File: src/rtl/bin_loader.sv
// bin_loader
//   Copies one bin from the bin manager's memories into the SAT core.
//   It reads the bin's clause words from clause RAM and writes them into the
//   core clause array. It then reads the bin's variable-state words from
//   var-state RAM and writes them into the core variable-state registers.
//   Finally it pulses done_load_o.
//
// Ports
//   clk, rst            clock (rising edge), synchronous active-low reset
//   start_load_i        one-cycle load request, accepted only when idle
//   bin_id_i            bin to load, sampled together with start_load_i
//   busy_o              load in progress (cycle after start .. done cycle)
//   done_load_o         one-cycle completion pulse
//   c_rd_en_o/addr_o    clause RAM read port; data returns next cycle
//   c_rd_data_i         clause RAM read data
//   vs_rd_en_o/addr_o   var-state RAM read port; data returns next cycle
//   vs_rd_data_i        var-state RAM read data
//   wr_carray_o         one-hot clause-row write strobe to the core
//   clause_o            clause word to the core (0 when not writing)
//   wr_var_states_o     one-hot variable write strobe to the core
//   vars_states_o       var-state bus; only the strobed slice is non-zero
module bin_loader #(
    parameter int NUM_CLAUSES_A_BIN     = 8,
    parameter int NUM_VARS_A_BIN        = 8,
    parameter int WIDTH_BIN_ID          = 10,
    parameter int WIDTH_VAR_STATES      = 11,
    parameter int ADDR_WIDTH_CLAUSES    = 9,
    parameter int ADDR_WIDTH_VAR_STATES = 9
) (
    input  logic                                       clk,
    input  logic                                       rst,
    input  logic                                       start_load_i,
    input  logic [WIDTH_BIN_ID-1:0]                    bin_id_i,
    output logic                                       busy_o,
    output logic                                       done_load_o,
    output logic                                       c_rd_en_o,
    output logic [ADDR_WIDTH_CLAUSES-1:0]              c_rd_addr_o,
    input  logic [2*NUM_VARS_A_BIN-1:0]                c_rd_data_i,
    output logic                                       vs_rd_en_o,
    output logic [ADDR_WIDTH_VAR_STATES-1:0]           vs_rd_addr_o,
    input  logic [WIDTH_VAR_STATES-1:0]                vs_rd_data_i,
    output logic [NUM_CLAUSES_A_BIN-1:0]               wr_carray_o,
    output logic [2*NUM_VARS_A_BIN-1:0]                clause_o,
    output logic [NUM_VARS_A_BIN-1:0]                  wr_var_states_o,
    output logic [WIDTH_VAR_STATES*NUM_VARS_A_BIN-1:0] vars_states_o
);

    localparam int MAX_N = (NUM_CLAUSES_A_BIN > NUM_VARS_A_BIN) ?
                           NUM_CLAUSES_A_BIN : NUM_VARS_A_BIN;
    localparam int IDX_W = (MAX_N > 1) ? $clog2(MAX_N) : 1;

    localparam logic [IDX_W-1:0] LAST_C = IDX_W'(NUM_CLAUSES_A_BIN - 1);
    localparam logic [IDX_W-1:0] LAST_V = IDX_W'(NUM_VARS_A_BIN - 1);

    typedef enum logic [2:0] {
        IDLE  = 3'd0,
        RD_C  = 3'd1,
        RD_V  = 3'd2,
        DRAIN = 3'd3,
        DONE  = 3'd4
    } state_t;

    state_t                  state, state_nx;
    logic [IDX_W-1:0]        idx, idx_nx;
    logic [WIDTH_BIN_ID-1:0] bin_q, bin_nx;

    // Write pipeline: a read issued in cycle t becomes a core write in t+1.
    // The index of that read travels with its valid bit.
    logic                    c_vld, v_vld;
    logic [IDX_W-1:0]        wr_idx;

    always_ff @(posedge clk) begin
        if (!rst) begin
            state  <= IDLE;
            idx    <= '0;
            bin_q  <= '0;
            c_vld  <= 1'b0;
            v_vld  <= 1'b0;
            wr_idx <= '0;
        end else begin
            state  <= state_nx;
            idx    <= idx_nx;
            bin_q  <= bin_nx;
            c_vld  <= c_rd_en_o;
            v_vld  <= vs_rd_en_o;
            wr_idx <= idx;
        end
    end

    always_comb begin
        state_nx    = state;
        idx_nx      = idx;
        bin_nx      = bin_q;
        busy_o      = 1'b1;
        done_load_o = 1'b0;
        c_rd_en_o   = 1'b0;
        vs_rd_en_o  = 1'b0;
        case (state)
            IDLE: begin
                busy_o = 1'b0;
                if (start_load_i) begin
                    bin_nx   = bin_id_i;
                    idx_nx   = '0;
                    state_nx = RD_C;
                end
            end
            RD_C: begin
                c_rd_en_o = 1'b1;
                if (idx == LAST_C) begin
                    idx_nx   = '0;
                    state_nx = RD_V;
                end else begin
                    idx_nx = idx + 1'b1;
                end
            end
            RD_V: begin
                vs_rd_en_o = 1'b1;
                if (idx == LAST_V) begin
                    idx_nx   = '0;
                    state_nx = DRAIN;
                end else begin
                    idx_nx = idx + 1'b1;
                end
            end
            // last var-state write lands here
            DRAIN: state_nx = DONE;
            DONE: begin
                done_load_o = 1'b1;
                state_nx    = IDLE;
            end
            default: begin
                busy_o   = 1'b0;
                state_nx = IDLE;
            end
        endcase
    end

    // Address = bin*N + idx. It is formed wide and then truncated, so large
    // bin ids wrap modulo the RAM size. Addresses read 0 while not reading.
    assign c_rd_addr_o  = c_rd_en_o ?
        ADDR_WIDTH_CLAUSES'(32'(bin_q) * 32'(NUM_CLAUSES_A_BIN) + 32'(idx)) : '0;
    assign vs_rd_addr_o = vs_rd_en_o ?
        ADDR_WIDTH_VAR_STATES'(32'(bin_q) * 32'(NUM_VARS_A_BIN) + 32'(idx)) : '0;

    assign clause_o = c_vld ? c_rd_data_i : '0;

    for (genvar r = 0; r < NUM_CLAUSES_A_BIN; r++) begin : g_row
        assign wr_carray_o[r] = c_vld && (wr_idx == IDX_W'(r));
    end

    for (genvar v = 0; v < NUM_VARS_A_BIN; v++) begin : g_var
        logic hit;
        assign hit                = v_vld && (wr_idx == IDX_W'(v));
        assign wr_var_states_o[v] = hit;
        assign vars_states_o[v*WIDTH_VAR_STATES +: WIDTH_VAR_STATES] =
            hit ? vs_rd_data_i : '0;
    end

endmodule

File: config.mk
export PLATFORM = sky130hd
export DESIGN_NAME = bin_loader
export DESIGN_NICKNAME = d
export VERILOG_FILES = /design/src/rtl/bin_loader.sv
export SDC_FILE = /design/constraint.sdc
export NUM_CORES = 1
export LEC_CHECK = 0
export BUFFER_PORTS_ARGS = -buffer_cell sky130_fd_sc_hd__buf_2
export CORE_ASPECT_RATIO = 2
export CORE_MARGIN = 2
export CORE_UTILIZATION = 35
export CTS_CLUSTER_SIZE = 30
export DETAILED_ROUTE_END_ITERATION = 8
export MAX_ROUTING_LAYER = met4
export PLACE_DENSITY = 0.9
export RECOVER_POWER = 100
export SLEW_MARGIN = 20
export SYNTH_ARGS = -nofsm -noshare
export SYNTH_HDL_FRONTEND = slang
export SYNTH_SLANG_ARGS = --single-unit
File: constraint.sdc
create_clock -name clk -period 1.73 [get_ports clk]
set_input_delay 0.346 -clock clk [delete_from_list [all_inputs] [get_ports clk]]
set_output_delay 0.346 -clock clk [all_outputs]
set_load 0.01 [all_outputs]
==> results.json <==
{
  "status": "finished, violations left",
  "violations": "setup timing",
  "clk_pin_slew_ns": 0.07,
  "drt_wl_total_um": 8620,
  "period_needed_ns": 1.79,
  "drive_above_1_share_pct": 66.9,
  "hold-path-cell-count": 3,
  "die_y_um": 102,
  "cp.required_ns": 1.38,
  "die_area_um2": 5410,
  "vias": 2369,
  "end_kind": "output pin",
  "yosysMostFrequentCell": "and2_1",
  "fin_area_um2": 3400,
  "netlist_area_um2": 1680,
  "drt_pass1_iterations": 4,
  "grt_pass1_vias": 2104,
  "drc": 0,
  "r2r_slack_ns": 0.15,
  "start_util_pct": 36.6,
  "crit_type": "flip-flop to output pin",
  "synth_edf_count": 0,
  "power_leakage_nw": 1.96,
  "io_pins": 182,
  "insertedDiodeCount": 0,
  "max_clock_freq_mhz": 558,
  "synth_nets": 277,
  "finClkSkew_ns": 0.00567,
  "synthTopCellsByArea": "and2_1 (46%), dfxtp_1 (20%), mux2i_1 (3.6%)",
  "relSlewSlack_pct": 66.4,
  "synth_cell_types": 24,
  "yosys_warnings": 0,
  "placed_cell_area_um2": 2630,
  "wl_per_cell_um": 17.9,
  "portBuffers": 177,
  "startpoint_type": "flip-flop",
  "maxSlewViolCount": 0,
  "crit_slowest_cell": "dfxtp_2",
  "fin_crit_sh_pct": 104,
  "worstRegToRegCells": 6,
  "synthArstFlopShare_pct": 0,
  "seq_area_frac_synth_pct": 20.2,
  "grt_max_degree": 17,
  "antenna_found_initial": 0,
  "fin_ws_ns": -0.0623,
  "path_cells": "buf_4 > nand2b_4 > nor2_4 > buf_6 > and2_1 > buf_2",
  "hold_slack_ns": 0.360,
  "peakVddDrop_mv": 0.633,
  "grt_usage_pct": 27.4,
  "clkSinkCount": 17,
  "core_um2": 4600,
  "h-tree-depth": 1,
  "cts_tree": "yes",
  "synth_top_area_share_pct": 46.5,
  "ys_seq_elements": 17,
  "arrival_ns": 1.45,
  "yosys.area.top_type": "and2_1",
  "clockBufferDepth": 2,
  "root_buffer": "clkbuf_8",
  "finalSetupViolCount": 37,
  "hpwl_um": 5440,
  "netlist_instances": 234,
  "dp.cells": 460,
  "clk_latency_ns": 0.26,
  "max_stage_delay_ns": 0.33,
  "max_cap_viol_count": 0,
  "r2r-end": "bin_q[5]",
  "nNetsFinal": 470,
  "grt_overflow": 0,
  "cts.hold.buffers_added": 0,
  "cts_made_buffers": 3,
  "die_w_um": 53.0,
  "ant_nets": 0,
  "hold_start": "bin_id_i[1]",
  "synth.avg_cell_area_um2": 7.19,
  "p_per_area_nw_per_um2": 283,
  "min_to": "bin_q[1]",
  "yosys-top-cells-count": "and2_1 (125), dfxtp_1 (17), nor2_1 (16)",
  "r2r-start": "state[0]",
  "rsz0062_at_grt": "yes",
  "drt_iter0_drc": 102,
  "fp-row-count": 35,
  "place.gp.congestion": 0.896,
  "tightest_slew_ns": 0.504,
  "crit_path_max_fanout": 6,
  "hold_viol_final": 0,
  "final_cells": 481,
  "grt_pass1_wl_um": 10500,
  "via_per_inst": 4.93,
  "synthToLayoutAreaGrowth_pct": 102,
  "hold_class": "primary input to flip-flop",
  "synth_flop_cell": "dfxtp_1"
}
-- state kept, by name, indices dropped and copies added, names as in the netlist --
register  cells
bin_q         6
c_vld         1
v_vld         1
state         3
idx           3
wr_idx        3
-- cells in the final DEF, fill, tap and decap left out, drive strengths merged --
master,n
buf,211
and2,125
dfxtp,17
nor2,16
nand2b,8
nand2,7
mux2i,6
nor2b,6
inv,5
nor3,5
ha,3
clkbuf,3
a21o,2
o32ai,2
nand3b,2
a21oi,2
or2b,1
xnor2,1
nor3b,1
o22ai,1
nor4b,1
clkinv,1
-- worst max-delay path by stage --
stage / cells after the start / slack [ns] / endpoint / from
2_1_floorplan: 5 / 0.25 / c_rd_addr_o[0] / state[1]
3_3_place_gp: 5 / 0.21 / vars_states_o[1] / wr_idx[0]
3_5_place_dp: 5 / 0.13 / vars_states_o[10] / wr_idx[0]
4_1_cts: 5 / -0.04 / vars_states_o[10] / wr_idx[0]
5_1_grt: 6 / -0.09 / c_rd_addr_o[4] / state[1]
6_report: 6 / -0.06 / c_rd_addr_o[4] / state[1]
-- cells by family after synthesis --
logic type	share of synthesized area, %
xor+xnor	0.521
compound gates	2.90
fa+ha+maj	2.23
buf+inv	9.07
simple gates	61.5
flops	20.2
mux	3.57
-- routing by layer --
metal	vias up	wire length (um)	track usage, %	part of all wire (%)
met5	-	0	-	0
met4	0	327	8.48	3.8
met3	27	652	3.65	7.6
met2	163	4580	54.2	53
met1	1082	3070	25.4	36
li1	1097	-	-	-
-- report_power, final --
| part | total [mW] | switching (mW) | internal [mW] |
|---|---|---|---|
| clock network | 0.303 | 0.143 | 0.160 |
| logic | 0.235 | 0.125 | 0.110 |
| registers | 0.424 | 0.0183 | 0.406 |
-- metrics by stage --
step                setup TNS (ns)  util, %  setup slack (ns)  power, mW
global placement                 0     57.2             0.212      0.617
detailed placement               0     57.2             0.131      0.627
floorplan                        0        -             0.254      0.520
finish                      -0.855     74.0           -0.0623      0.961
global route                 -4.01     74.0           -0.0941      0.996
CTS                         -0.944     63.3           -0.0441      0.946
-- critical path, delay by kind of cell, from the launching register on --
| family | cells | cell delay [ns] |
|---|---|---|
| buf+inv | 3 | 0.43 |
| flops | 1 | 0.33 |
| simple gates | 3 | 0.41 |
-- final cells by class --
| type | instances | area [um^2] |
|---|---|---|
| well taps | 55 | 68.8 |
| fillers | 308 | 1200 |
| clock inverters | 1 | 5.00 |
| inverters | 5 | 18.8 |
| clock buffers | 3 | 41.3 |
| flip-flops and latches | 17 | 355 |
| repair buffers | 211 | 1490 |
| multi-input cells | 189 | 1420 |
-- timing repair --
item,in CTS,in global routing
gates resized for setup,54,110
setup endpoints to repair,95,109
pin swaps,14,4
buffers inserted,4,6
gates cloned,3,5
Power figures use the tool's default switching activity.
